### src/rtl/popcount19_vecgen.sv
// Enumerates every 19-bit vector with popcount k in increasing order over a
// valid/ready stream; the successor is the next larger integer with equal popcount.
module popcount19_vecgen #(
    parameter int N = 19
) (
    input  logic         clk,
    input  logic         rst_n,
    input  logic         start,
    input  logic [4:0]   k,
    input  logic         abort,
    input  logic         vec_ready,
    output logic         vec_valid,
    output logic [N-1:0] vec,
    output logic         vec_last,
    output logic [16:0]  vec_idx,
    output logic         busy,
    output logic         done,
    output logic         err
);

    localparam logic IDLE = 1'b0;
    localparam logic EMIT = 1'b1;
    localparam logic [N-1:0] ALL_ONES = '1;

    logic         state;
    logic [4:0]   k_q;
    logic [N-1:0] first_vec;
    logic [N-1:0] last_vec;
    logic [N-1:0] low_bit;
    logic [N-1:0] ripple;
    logic [N-1:0] next_vec;
    logic [4:0]   tz;

    // First vector has the k low bits set, last vector the k high bits set.
    assign first_vec = ~(ALL_ONES << k);
    assign last_vec  = ~(ALL_ONES >> k_q);

    assign vec_valid = (state == EMIT);
    assign busy      = (state == EMIT);
    assign vec_last  = vec_valid && (vec == last_vec);

    // Next value with equal popcount: add the lowest set bit, then refill the
    // displaced ones at the bottom. Dividing by the lowest set bit is a right
    // shift by its index, so no divider is needed. Never used on the last vector,
    // so the addition cannot carry out of N bits.
    always_comb begin
        tz = '0;
        for (int i = N - 1; i >= 0; i--) begin
            if (vec[i]) begin
                tz = 5'(i);
            end
        end
        low_bit  = vec & (-vec);
        ripple   = vec + low_bit;
        next_vec = ripple | (((ripple ^ vec) >> 2) >> tz);
    end

    // Two-state controller: abort wins over a simultaneous handshake.
    always_ff @(posedge clk or negedge rst_n) begin
        if (!rst_n) begin
            state   <= IDLE;
            k_q     <= '0;
            vec     <= '0;
            vec_idx <= '0;
            done    <= 1'b0;
            err     <= 1'b0;
        end else begin
            done <= 1'b0;
            err  <= 1'b0;
            if (state == IDLE) begin
                if (start) begin
                    if (k > 5'd19) begin
                        err <= 1'b1;
                    end else begin
                        state   <= EMIT;
                        k_q     <= k;
                        vec     <= first_vec;
                        vec_idx <= '0;
                    end
                end
            end else begin
                if (abort) begin
                    state <= IDLE;
                end else if (vec_ready) begin
                    if (vec_last) begin
                        state <= IDLE;
                        done  <= 1'b1;
                    end else begin
                        vec     <= next_vec;
                        vec_idx <= vec_idx + 17'd1;
                    end
                end
            end
        end
    end

endmodule
### config.mk
export PLATFORM = sky130hd
export DESIGN_NAME = popcount19_vecgen
export DESIGN_NICKNAME = d
export VERILOG_FILES = /design/src/rtl/popcount19_vecgen.sv
export SDC_FILE = /design/constraint.sdc
export NUM_CORES = 1
export LEC_CHECK = 0
export CAP_MARGIN = 20
export CELL_PAD_IN_SITES_DETAIL_PLACEMENT = 0
export CELL_PAD_IN_SITES_GLOBAL_PLACEMENT = 1
export CORE_ASPECT_RATIO = 0.75
export CORE_UTILIZATION = 52
export CTS_BUF_LIST = sky130_fd_sc_hd__clkbuf_8
export CTS_CLUSTER_SIZE = 14
export DETAILED_ROUTE_END_ITERATION = 7
export DONT_BUFFER_PORTS = 1
export PLACE_DENSITY_LB_ADDON = 0.1
export SKIP_LAST_GASP = 1
export SYNTH_ARGS = -nofsm -noshare
export SYNTH_HDL_FRONTEND = slang
export SYNTH_SLANG_ARGS = --single-unit
### constraint.sdc
create_clock -name clk -period 4.1 [get_ports clk]
set_input_delay 1.23 -clock clk [delete_from_list [all_inputs] [get_ports clk]]
set_output_delay 1.23 -clock clk [all_outputs]
set_load 0.02 [all_outputs]
==> tab_implementation.tex, run 1 <==
\begin{tabular}{lr}
\hline
Metric & Value \\
\hline
\multicolumn{2}{l}{\textbf{Global route}} \\
Global routing usage summed across all routing layers & 36.4\% \\
Number of antenna violations at the first check in global routing & 0 \\
Maximum number of pins on one net before global-route repair & 45 \\
Vias in the first global route & 4660 \\
Wire length of the first global-routing pass & 25600 um \\
Gr ovfl total & 0 \\
\multicolumn{2}{l}{\textbf{Synth}} \\
Yosys Warn Count & 0 \\
Count of distinct cell types in the synthesized netlist & 79 \\
Synth Area per Inst & 7.20 um2 \\
Area share of the leading cell type in the synthesized netlist & 24.3\% \\
Number of flip-flops and latches in the synthesized netlist & 44 \\
Post-synthesis instance total & 630 \\
Library cell with the largest summed area after synthesis & dfrtp\_1 \\
Cell area after synthesis & 4540 um2 \\
Sequential area share after synthesis & 24.3\% \\
Net count after synthesis & 641 \\
Share of synthesized flip-flops with an asynchronous set or reset & 100\% \\
Synth area leaders & dfrtp\_1 24\%, nand2\_1 6.8\%, a21oi\_1 5.7\%, o21ai\_0 5.0\%, nor2\_1 4.5\% \\
EDFF count, synth & 0 \\
Top flip-flop cell by instance count after synthesis & dfrtp\_1 \\
\multicolumn{2}{l}{\textbf{STA}} \\
Max frequency & 263 MHz \\
Number of setup violations in the final report & 0 \\
Part of the cycle the worst path needs & 92.8\% \\
Slew margin rel. & 40.8\% \\
Min cycle time layout & 3.81 ns \\
Final Slew Violations & 0 \\
Total Neg Setup Slack & 0 ns \\
Count of endpoints failing hold in the final timing report & 0 \\
Transition time at the pin with the least slew margin & 0.883 ns \\
Setup repair after global routing missed its margin & no \\
Clock tree skew after final layout & 0.00917 ns \\
\multicolumn{2}{l}{\textbf{Power}} \\
LEAKAGE & 1.88 nW \\
Total power after layout & 3.02 mW \\
Maximum vdd drop & 0.000404 V \\
P per Cell Area & 633 nW/um2 \\
\multicolumn{2}{l}{\textbf{Floorplanning}} \\
Die height & 82.9 um \\
Standard cell core area & 8450 um2 \\
Ports placed on the boundary & 51 \\
Starting utilization of the core area & 53.7\% \\
Width of the die & 110 um \\
Number of rows in the core area & 29 \\
Area of the die & 9110 um2 \\
\multicolumn{2}{l}{\textbf{Clocking}} \\
Number of buffers on the longest clock path & 2 \\
Resized cells post-CTS & 0 \\
Clk\_lat worst skew & 0.31 ns \\
Root Driver & clkbuf\_8 \\
Post-CTS Setup Bufs & 0 \\
Number of clock sinks seen by CTS & 44 \\
CTS H-Tree Depth & 2 \\
Cts bufs inserted & 5 \\
Clock edge transition at the registers on the reported setup and hold paths & 0.10 ns \\
Number of hold buffers added after CTS & 0 \\
TritonCTS clock tree & yes \\
\multicolumn{2}{l}{\textbf{Setup path}} \\
Setup slack on the worst flop-to-flop path & 0.63 ns \\
CP Data Arrival Time & 2.58 ns \\
Startpoint of the most critical register-to-register path & vec[0] \\
Launch point of the worst path & vec[0] \\
CP Launch Type & flop \\
Sort of element at the end of the critical path & output pin \\
Crit Path Max Fanout & 12 \\
Required time of the critical path & 2.87 ns \\
End of the worst register-to-register path & vec[5] \\
Startpoint-to-endpoint class of the critical path & reg -> out \\
Capturing element of the worst setup path & vec\_last \\
Count of cells along the worst register-to-register path & 9 \\
\multicolumn{2}{l}{\textbf{Place}} \\
Placer congestion estimate & 0.982 \\
Number of buffer cells added on primary ports & 0 \\
Placed wire-length estimate after detailed placement & 11800 um \\
\multicolumn{2}{l}{\textbf{Cells and area}} \\
NumNets Final & 622 \\
Fraction of final layout cells with drive strength greater than 1 & 10.1\% \\
Most used cells in the layout excluding fill and tap cells & 82 x nand2\_1, 55 x nor2\_1, 52 x a21oi\_1, 45 x o21ai\_0, 44 x dfrtp\_1 \\
Count of filler cells inserted in the layout & 828 \\
Most common cell after layout, fill and taps aside & nand2\_1 \\
Layout-stage area growth over the synthesis result & 5.21\% \\
Final antenna diode count & 0 \\
\multicolumn{2}{l}{\textbf{Run status}} \\
Run status & completed \\
\multicolumn{2}{l}{\textbf{Routing}} \\
WL final & 16100 um \\
DRT Pass-1 Iters & 5 \\
Routed length per placed instance & 22.3 um \\
Number of vias after detailed routing & 5121 \\
Antenna-violating nets left & 0 \\
Ratio of routed vias to standard cells & 7.11 \\
Count of routing violations after the opening detailed-route iteration & 669 \\
Post-route DRC & 0 \\
\multicolumn{2}{l}{\textbf{Run}} \\
Max-cap violations & 0 \\
\multicolumn{2}{l}{\textbf{Hold path}} \\
Hold/Removal Path Class & in -> async \\
\hline
\end{tabular}
[power breakdown]
group          total, mW  internal [mW]  switching, mW
registers          0.866          0.527          0.339
logic               1.79          0.669           1.12
clock network      0.368          0.200          0.168
total               3.02           1.40           1.63
[through the flow]
stage / cells / hold slack, ns / worst slack [ns] / util (%) / area, um2
3_5_place_dp: 712 / 0.664 / 0.671 / 55.0 / 4650
2_1_floorplan: 630 / 0.630 / 0.687 / - / 4540
5_1_grt: 720 / 0.586 / 0.209 / 56.5 / 4770
3_3_place_gp: 712 / 0.669 / 0.684 / 55.0 / 4650
4_1_cts: 720 / 0.594 / 0.329 / 56.5 / 4770
6_report: 720 / 0.605 / 0.294 / 56.5 / 4770
[flip-flops by register name (all words and copies together), names as in the netlist]
name / flops
vec: 19
err: 1
vec_idx: 17
done: 1
k_q: 5
busy: 1
[kinds of logic (layout without fill, tap and decap cells)]
group / after synthesis / after routing / synth area share (%)
simple gates: 271 / 271 / 30.2
buf+inv: 69 / 51 / 6.64
flops: 44 / 44 / 24.3
fa+ha+maj: 1 / 1 / 0.276
xor+xnor: 16 / 16 / 3.09
mux: 13 / 13 / 3.28
compound gates: 216 / 216 / 32.3
[worst min-delay path by stage]
stage,endpoint,cells past startpoint
floorplan,vec_idx[0],1
global placement,vec_idx[16],2
detailed placement,vec_idx[16],2
CTS,vec[7],0
global route,vec[4],0
finish,vec_idx[15],0
[metal layers]
metal	up-vias	wire (um)	share of wire [%]	global-route usage, %
met2	339	6650	41	49.6
met5	-	0	0	0
met3	34	1960	12	10.8
met4	0	357	2.2	9.09
li1	2301	-	-	-
met1	2447	7110	44	55.4
[synth_stat cells, drive strengths merged (3+ instances only)]
master    n
dfrtp    44
or3       6
xor2     12
a211o     4
nor3     16
nor4     11
nand3    23
a21o      3
o31ai    12
inv      12
clkbuf   37
o22ai     8
or4       3
nor2     59
mux2i     7
a221oi    7
a41oi     3
o2111ai   4
o21bai    3
a21boi    5
a22o      5
or2       4
o21a      5
mux2      5
nand4     9
a22oi     6
and2      9
o21ai    48
xnor2     4
a211oi    5
nor2b     8
nor3b     4
nand2    82
a21oi    53
nand2b   10
and3     18
buf      19
a31oi    11
o211ai   10
[area by class of cell]
class	count	area (um2)	share of cell area, %
Clock buffer	6	82.6	1.73
Clock inverter	2	38.8	0.812
Inverter	13	48.8	1.02
Multi-Input combinational cell	517	3140	65.8
Sequential cell	44	1100	23.1
Tap cell	108	135	2.83
Timing Repair Buffer	30	225	4.72
[worst max-delay path, stage by stage (launching register included)]
cell and delay (ns):
dfrtp_1 0.65, or4_1 0.83, nor2_1 0.26, inv_1 0.08
a211oi_1 0.24, buf_4 0.20
(Power assumes the default switching activity.)
==> run 2: changes to the inputs <==
CORE_UTILIZATION = 35   (was 52)
TNS_END_PERCENT = 30   (was unset)
==> run 2 against run 1 <==
Net effect: global-route usage down 11 points; final cell count up 8.9%; first-iteration DRC count down 14%; utilization down 17 points; critical path type unchanged.
==> tab_implementation.tex, run 2 (synthesized netlist as in run 1, its figures left out) <==
\begin{tabular}{lr}
\hline
Metric & Value \\
\hline
\multicolumn{2}{l}{\textbf{STA}} \\
Count of endpoints failing hold in the final timing report & 0 (unchanged) \\
Total Neg Setup Slack & 0 ns (unchanged) \\
Transition time at the pin with the least slew margin & 0.944 ns (was 0.883 ns) \\
Max frequency & 267 MHz (was 263 MHz) \\
Number of setup violations in the final report & 0 (unchanged) \\
Clock tree skew after final layout & 0.00574 ns (was 0.00917 ns) \\
Setup slack of the critical path after layout & 0.350 ns (was 0.294 ns) \\
Slew margin rel. & 37.1\% (was 40.8\%) \\
Setup repair after global routing missed its margin & no (unchanged) \\
Min cycle time layout & 3.75 ns (was 3.81 ns) \\
Final Slew Violations & 0 (unchanged) \\
Part of the cycle the worst path needs & 91.5\% (was 92.8\%) \\
\multicolumn{2}{l}{\textbf{Place}} \\
Placer congestion estimate & 0.931 (was 0.982) \\
Number of buffer cells added on primary ports & 0 (unchanged) \\
Setup slack at placement & 0.711 ns (was 0.671 ns) \\
Placed wire-length estimate after detailed placement & 12800 um (was 11800 um) \\
\multicolumn{2}{l}{\textbf{Cells and area}} \\
Flip-flop and latch area & 1100 um2 (unchanged) \\
Final antenna diode count & 0 (unchanged) \\
Most used cells in the layout excluding fill and tap cells & 82 x nand2\_1, 55 x nor2\_1, 52 x a21oi\_1, 45 x o21ai\_0, 44 x dfrtp\_1 (unchanged) \\
Layout-stage area growth over the synthesis result & 7.66\% (was 5.21\%) \\
Top register by number of flip-flops & vec (unchanged) \\
Fraction of final layout cells with drive strength greater than 1 & 11.0\% (was 10.1\%) \\
Flip-flop count of the largest register, all copies and words added & 19 (unchanged) \\
NumNets Final & 628 (was 622) \\
Count of filler cells inserted in the layout & 1309 (was 828) \\
Footprint of the multi-input gates & 3140 um2 (unchanged) \\
Most common cell after layout, fill and taps aside & nand2\_1 (unchanged) \\
Registers with the most flip-flops & vec: 19 flops, vec\_idx: 17 flops, k\_q: 5 flops (unchanged) \\
\multicolumn{2}{l}{\textbf{Global route}} \\
Global-route track usage on met1 & 38.6\% (was 55.4\%) \\
Met3 Use GR & 7.24\% (was 10.8\%) \\
Maximum number of pins on one net before global-route repair & 45 (unchanged) \\
Global routing met2 resource utilization & 35.5\% (was 49.6\%) \\
Vias in the first global route & 4445 (was 4660) \\
Routing layer with the top usage in global route & met1 (unchanged) \\
Number of antenna violations at the first check in global routing & 0 (unchanged) \\
Wire length of the first global-routing pass & 26300 um (was 25600 um) \\
Global routing usage summed across all routing layers & 25.6\% (was 36.4\%) \\
Gr ovfl total & 0 (unchanged) \\
\multicolumn{2}{l}{\textbf{Hold path}} \\
Hold/Removal Path Class & in -> async (unchanged) \\
\multicolumn{2}{l}{\textbf{Clocking}} \\
Clk\_lat worst skew & 0.32 ns (was 0.31 ns) \\
Post-CTS Setup Bufs & 0 (unchanged) \\
Root Driver & clkbuf\_8 (unchanged) \\
Number of clock sinks seen by CTS & 44 (unchanged) \\
Number of buffers on the longest clock path & 2 (unchanged) \\
Resized cells post-CTS & 0 (unchanged) \\
Number of hold buffers added after CTS & 0 (unchanged) \\
CTS H-Tree Depth & 2 (unchanged) \\
Cts bufs inserted & 5 (unchanged) \\
TritonCTS clock tree & yes (unchanged) \\
Clock edge transition at the registers on the reported setup and hold paths & 0.09 ns (was 0.10 ns) \\
\multicolumn{2}{l}{\textbf{Routing}} \\
Number of vias after detailed routing & 4993 (was 5121) \\
Ratio of routed vias to standard cells & 6.37 (was 7.11) \\
Routed length per placed instance & 21.8 um (was 22.3 um) \\
WL final & 17100 um (was 16100 um) \\
Post-route DRC & 0 (unchanged) \\
Antenna-violating nets left & 0 (unchanged) \\
DRT Pass-1 Iters & 7 (was 5) \\
Count of routing violations after the opening detailed-route iteration & 576 (was 669) \\
\multicolumn{2}{l}{\textbf{Setup path}} \\
Critical path's slowest cell & dfrtp\_1 (was or4\_1) \\
Combined buffer and inverter count along the critical path & 1 (was 2) \\
Sort of element at the end of the critical path & output pin (unchanged) \\
Startpoint of the most critical register-to-register path & vec[2] (was vec[0]) \\
Crit Path Max Fanout & 20 (was 12) \\
Startpoint-to-endpoint class of the critical path & reg -> out (unchanged) \\
Crit path max-delay family & flip-flops (was simple AND/OR/NAND/NOR gates) \\
CP Data Arrival Time & 2.52 ns (was 2.58 ns) \\
Series of cell instances along the critical path & nor4b\_1 > o21ai\_0 > a22oi\_1 > nand3\_1 > nand4b\_1 > a211oi\_1 > buf\_4 (was or4\_1 > nor2\_1 > inv\_1 > a211oi\_1 > buf\_4) \\
Critical path's largest stage delay & 0.74 ns (was 0.83 ns) \\
Required time of the critical path & 2.87 ns (about the same) \\
CP Launch Type & flop (unchanged) \\
Launch point of the worst path & k\_q[2] (was vec[0]) \\
\multicolumn{2}{l}{\textbf{Run status}} \\
Run status & completed (unchanged) \\
\multicolumn{2}{l}{\textbf{Power}} \\
Total power after layout & 3.03 mW (was 3.02 mW) \\
Maximum vdd drop & 0.000263 V (was 0.000404 V) \\
P per Cell Area & 620 nW/um2 (was 633 nW/um2) \\
LEAKAGE & 1.90 nW (was 1.88 nW) \\
\multicolumn{2}{l}{\textbf{Floorplanning}} \\
Area of the die & 13400 um2 (was 9110 um2) \\
Starting utilization of the core area & 36.4\% (was 53.7\%) \\
Die height & 101 um (was 82.9 um) \\
Standard cell core area & 12500 um2 (was 8450 um2) \\
Width of the die & 133 um (was 110 um) \\
Ports placed on the boundary & 51 (unchanged) \\
Number of rows in the core area & 35 (was 29) \\
\multicolumn{2}{l}{\textbf{Run}} \\
Max-cap violations & 0 (unchanged) \\
\hline
\end{tabular}
-- run 2: cell types whose count changed in the layout (fill, tap and decap cells not counted), sizes merged --
cell	before	now
buf	30	36
clkbuf	6	5
clkinv	2	1
clkinvlp	0	1
inv	12	13
-- run 2: worst reg2reg max path, delay by kind of cell, from the launching register on --
| kind | cells | cell delay [ns] |
|---|---|---|
| AOI/OAI and AO/OA | 6 | 1.91 |
| DFF | 1 | 0.77 |
| and+or+nand+nor | 2 | 0.56 |
| muxes | 1 | 0.18 |
-- run 2: report_power, final --
group,internal (mW),switching [mW],total (mW)
sequential,0.526,0.357,0.883
combinational,0.677,1.11,1.79
clock,0.184,0.174,0.358
-- run 2: final cells by class --
class,instances,area share (%)
flip-flops and latches,44,22.5
well taps,166,4.25
repair buffers,36,5.53
clock buffers,5,1.41
inverters,13,0.999
multi-input cells,517,64.3
clock inverters,3,0.948
-- run 2: routing by layer --
| metal | vias up | wire (um) |
|---|---|---|
| met4 | 0 | 191 |
| met2 | 228 | 6930 |
| li1 | 2315 | - |
| met3 | 16 | 1560 |
| met1 | 2434 | 8430 |
| met5 | - | 0 |
-- run 2: worst paths after layout --
kind	end	slack, ns	depth (start not counted)
max in group asynchronous	vec_idx[6]	3.41	0
min in group clk	vec_idx[0]	0.69	1
hold reg to reg	vec_idx[0]	0.69	1
setup reg to reg	vec[2]	0.60	9
hold / removal	vec[13]	0.60	0
setup / recovery	vec_last	0.35	7
-- run 2: per-stage QoR --
step                      std cells  hold slack [ns]  util, %  area, um2
after global routing            784            0.579     39.1       4890
after CTS                       784            0.589     39.1       4890
after detailed placement        776            0.674     38.2       4770
after floorplan                 630            0.630        -       4540
after global placement          776            0.671     38.2       4770
final                           784            0.599     39.1       4890
==> run 3: changes to the inputs <==
--- a/config.mk
+++ b/config.mk
@@ -6,4 +6,5 @@
 export NUM_CORES = 1
 export LEC_CHECK = 0
+export ABC_AREA = 1
 export CAP_MARGIN = 20
 export CELL_PAD_IN_SITES_DETAIL_PLACEMENT = 0
@@ -15,4 +16,5 @@
 export DETAILED_ROUTE_END_ITERATION = 7
 export DONT_BUFFER_PORTS = 1
+export HOLD_SLACK_MARGIN = 0.05
 export PLACE_DENSITY_LB_ADDON = 0.1
 export SKIP_LAST_GASP = 1
==> constraint.sdc (replaced) <==
create_clock -name clk -period 4.1 [get_ports clk]
set_input_delay 1.025 -clock clk [delete_from_list [all_inputs] [get_ports clk]]
set_output_delay 1.025 -clock clk [all_outputs]
set_load 0.02 [all_outputs]
==> run 3 against run 2 <==
Net effect: wire length grew 0.34%; clock power grew 13%; hold slack lost 0.21 ns; global-route usage shrank 0.57 points; synthesized cell count grew 20%; critical path type unchanged.
==> tab_implementation.tex, run 3 <==
\begin{tabular}{lr}
\hline
Metric & Value \\
\hline
\multicolumn{2}{l}{\textbf{Run}} \\
Max-cap violations & 0 (unchanged) \\
\multicolumn{2}{l}{\textbf{Synth}} \\
Count of distinct cell types in the synthesized netlist & 55 (was 79) \\
Number of flip-flops and latches in the synthesized netlist & 44 (unchanged) \\
Net count after synthesis & 770 (was 641) \\
Top flip-flop cell by instance count after synthesis & dfrtp\_1 (unchanged) \\
Post-synthesis instance total & 759 (was 630) \\
Library cell with the largest summed area after synthesis & dfrtp\_1 (unchanged) \\
Yosys Warn Count & 0 (unchanged) \\
Synth area leaders & dfrtp\_1 23\%, nand2\_1 16\%, nand3\_1 7.6\%, nor2\_1 6.9\%, inv\_1 6.2\% (was dfrtp\_1 24\%, nand2\_1 6.8\%, a21oi\_1 5.7\%, o21ai\_0 5.0\%, nor2\_1 4.5\%) \\
Most frequent cells after synthesis & 204 x nand2\_1, 87 x nor2\_1, 78 x inv\_1 (was 82 x nand2\_1, 55 x nor2\_1, 52 x a21oi\_1) \\
Cell area after synthesis & 4740 um2 (was 4540 um2) \\
Area share of the leading cell type in the synthesized netlist & 23.2\% (was 24.3\%) \\
Share of synthesized flip-flops with an asynchronous set or reset & 100\% (unchanged) \\
Most used standard cell by instance count after synthesis & nand2\_1 (unchanged) \\
Synth Area per Inst & 6.24 um2 (was 7.20 um2) \\
EDFF count, synth & 0 (unchanged) \\
Sequential area share after synthesis & 23.2\% (was 24.3\%) \\
\multicolumn{2}{l}{\textbf{Routing}} \\
DRT Pass-1 Iters & 5 (was 7) \\
Antenna-violating nets left & 0 (unchanged) \\
Ratio of routed vias to standard cells & 5.44 (was 6.37) \\
Post-route DRC & 0 (unchanged) \\
WL final & 17200 um (was 17100 um) \\
Routed length per placed instance & 18.5 um (was 21.8 um) \\
Count of routing violations after the opening detailed-route iteration & 516 (was 576) \\
Number of vias after detailed routing & 5038 (was 4993) \\
\multicolumn{2}{l}{\textbf{Setup path}} \\
Startpoint of the most critical register-to-register path & vec[16] (was vec[2]) \\
CP Launch Type & flop (unchanged) \\
Capturing element of the worst setup path & vec\_last (unchanged) \\
Required time of the critical path & 3.07 ns (was 2.87 ns) \\
Sort of element at the end of the critical path & output pin (unchanged) \\
End of the worst register-to-register path & vec[5] (was vec[2]) \\
Startpoint-to-endpoint class of the critical path & reg -> out (unchanged) \\
Count of cells along the worst register-to-register path & 16 (was 9) \\
Setup slack on the worst flop-to-flop path & 0.67 ns (was 0.60 ns) \\
CP Data Arrival Time & 2.42 ns (was 2.52 ns) \\
Crit Path Max Fanout & 6 (was 20) \\
Launch point of the worst path & k\_q[2] (unchanged) \\
\multicolumn{2}{l}{\textbf{Place}} \\
Number of buffer cells added on primary ports & 0 (unchanged) \\
Placed wire-length estimate after detailed placement & 13800 um (was 12800 um) \\
Placer congestion estimate & 0.897 (was 0.931) \\
\multicolumn{2}{l}{\textbf{Global route}} \\
Number of antenna violations at the first check in global routing & 0 (unchanged) \\
Global routing usage summed across all routing layers & 25.0\% (was 25.6\%) \\
Maximum number of pins on one net before global-route repair & 45 (unchanged) \\
Wire length of the first global-routing pass & 26300 um (about the same) \\
Vias in the first global route & 4643 (was 4445) \\
Gr ovfl total & 0 (unchanged) \\
\multicolumn{2}{l}{\textbf{Cells and area}} \\
Layout-stage area growth over the synthesis result & 5.55\% (was 7.66\%) \\
Final antenna diode count & 0 (unchanged) \\
Most common cell after layout, fill and taps aside & nand2\_1 (unchanged) \\
Registers with the most flip-flops & vec: 19 flops, vec\_idx: 17 flops, k\_q: 5 flops (unchanged) \\
Most used cells in the layout excluding fill and tap cells & 204 x nand2\_1, 87 x nor2\_1, 78 x inv\_1, 72 x nand3\_1, 44 x dfrtp\_1 (was 82 x nand2\_1, 55 x nor2\_1, 52 x a21oi\_1, 45 x o21ai\_0, 44 x dfrtp\_1) \\
NumNets Final & 766 (was 628) \\
Flip-flop and latch area & 1100 um2 (unchanged) \\
Top register by number of flip-flops & vec (unchanged) \\
Fraction of final layout cells with drive strength greater than 1 & 11.9\% (was 11.0\%) \\
Flip-flop count of the largest register, all copies and words added & 19 (unchanged) \\
Finished Core Util & 38.1\% (was 39.1\%) \\
Count of filler cells inserted in the layout & 1432 (was 1309) \\
Footprint of the multi-input gates & 3140 um2 (about the same) \\
\multicolumn{2}{l}{\textbf{STA}} \\
Setup repair after global routing missed its margin & no (unchanged) \\
Slew margin rel. & 50.4\% (was 37.1\%) \\
Hold slack & 0.394 ns (was 0.599 ns) \\
Number of setup violations in the final report & 0 (unchanged) \\
Part of the cycle the worst path needs & 83.9\% (was 91.5\%) \\
Transition time at the pin with the least slew margin & 0.737 ns (was 0.944 ns) \\
Total Neg Setup Slack & 0 ns (unchanged) \\
Max frequency & 291 MHz (was 267 MHz) \\
Count of endpoints failing hold in the final timing report & 0 (unchanged) \\
Min cycle time layout & 3.44 ns (was 3.75 ns) \\
Final Slew Violations & 0 (unchanged) \\
Clock tree skew after final layout & 0.0136 ns (was 0.00574 ns) \\
\multicolumn{2}{l}{\textbf{Clocking}} \\
Number of hold buffers added after CTS & 0 (unchanged) \\
CTS H-Tree Depth & 2 (unchanged) \\
Clock edge transition at the registers on the reported setup and hold paths & 0.10 ns (was 0.09 ns) \\
Number of clock sinks seen by CTS & 44 (unchanged) \\
TritonCTS clock tree & yes (unchanged) \\
Number of buffers on the longest clock path & 2 (unchanged) \\
Clk\_lat worst skew & 0.31 ns (was 0.32 ns) \\
Root Driver & clkbuf\_8 (unchanged) \\
Post-CTS Setup Bufs & 0 (unchanged) \\
Cts bufs inserted & 5 (unchanged) \\
Resized cells post-CTS & 0 (unchanged) \\
\multicolumn{2}{l}{\textbf{Power}} \\
P per Cell Area & 826 nW/um2 (was 620 nW/um2) \\
LEAKAGE & 2.37 nW (was 1.90 nW) \\
Maximum vdd drop & 0.000329 V (was 0.000263 V) \\
\multicolumn{2}{l}{\textbf{Floorplanning}} \\
Standard cell core area & 13100 um2 (was 12500 um2) \\
Width of the die & 136 um (was 133 um) \\
Number of rows in the core area & 36 (was 35) \\
Ports placed on the boundary & 51 (unchanged) \\
Area of the die & 14000 um2 (was 13400 um2) \\
Die height & 103 um (was 101 um) \\
Starting utilization of the core area & 36.1\% (was 36.4\%) \\
\multicolumn{2}{l}{\textbf{Hold path}} \\
Hold/Removal Path Class & in -> async (unchanged) \\
\multicolumn{2}{l}{\textbf{Run status}} \\
Run status & completed (unchanged) \\
\hline
\end{tabular}
[run 3: changes by cell type after synthesis, moves of 12 or more]
| cell | before | now |
|---|---|---|
| nand2_1 | 82 | 204 |
| a21oi_1 | 52 | 40 |
| and3_1 | 18 | 0 |
| nor2_1 | 55 | 87 |
| nand2_2 | 0 | 23 |
| inv_1 | 12 | 78 |
| nand3_1 | 23 | 72 |
| clkbuf_1 | 37 | 5 |
[run 3: logic make-up (layout without fill, tap and decap cells)]
kind of cell,Yosys count,after routing,synth area share (%)
buffers and inverters,111,107,10.5
AOI/OAI and AO/OA,136,136,18.3
xor gates and xnor gates,21,21,3.88
and+or+nand+nor,446,446,43.8
adders and majority gates,1,1,0.264
DFF,44,44,23.2
[run 3: worst min path at each step]
stage	start	end	slack [ns]	cells after the start
5_1_grt	rst_n	k_q[2]	0.38	0
3_3_place_gp	vec_idx[16]	vec_idx[16]	0.65	1
6_report	rst_n	k_q[2]	0.39	0
4_1_cts	rst_n	done	0.39	0
3_5_place_dp	k_q[1]	k_q[1]	0.63	2
2_1_floorplan	k_q[1]	k_q[1]	0.52	2
[run 3: worst max-delay path, stage by stage, from the launching register on]
cell and delay, ns:
dfrtp_1 0.45, nor2_1 0.28, o21ai_1 0.13, a21oi_1 0.33
nor2_1 0.11, nor4b_1 0.26, o2111ai_1 0.16, nor4_1 0.19
buf_4 0.20
[run 3: stage by stage]
stage / setup slack (ns) / area [um2] / total power [mW] / std cells
2_1_floorplan: 1.00 / 4740 / 2.96 / 759
3_3_place_gp: 0.747 / 4870 / 3.71 / 919
3_5_place_dp: 0.828 / 4870 / 3.68 / 919
4_1_cts: 0.674 / 5000 / 4.10 / 926
5_1_grt: 0.385 / 5000 / 4.48 / 926
6_report: 0.658 / 5000 / 4.13 / 926
[run 3: layout make-up]
type,instances,area share (%)
Clock buffer,5,1.38
Clock inverter,2,1.20
Inverter,90,6.86
Multi-Input combinational cell,604,62.8
Sequential cell,44,22.0
Tap cell,171,4.28
Timing Repair Buffer,10,1.50
[run 3: metal layers]
metal | part of all wire [%] | wire length [um] | track usage [%]
met1 | 51 | 8830 | 38.7
met4 | 1.3 | 223 | 4.87
met5 | 0 | 0 | 0
met2 | 40 | 6830 | 35.1
met3 | 7.5 | 1290 | 5.06
[run 3: where the power goes]
part | leakage (nW) | switching (mW) | internal (mW) | total, mW
sequential | 0.551 | 0.464 | 0.559 | 1.02
clock | 0.0642 | 0.165 | 0.240 | 0.406
combinational | 1.76 | 1.87 | 0.825 | 2.70
total | 2.37 | 2.50 | 1.62 | 4.13
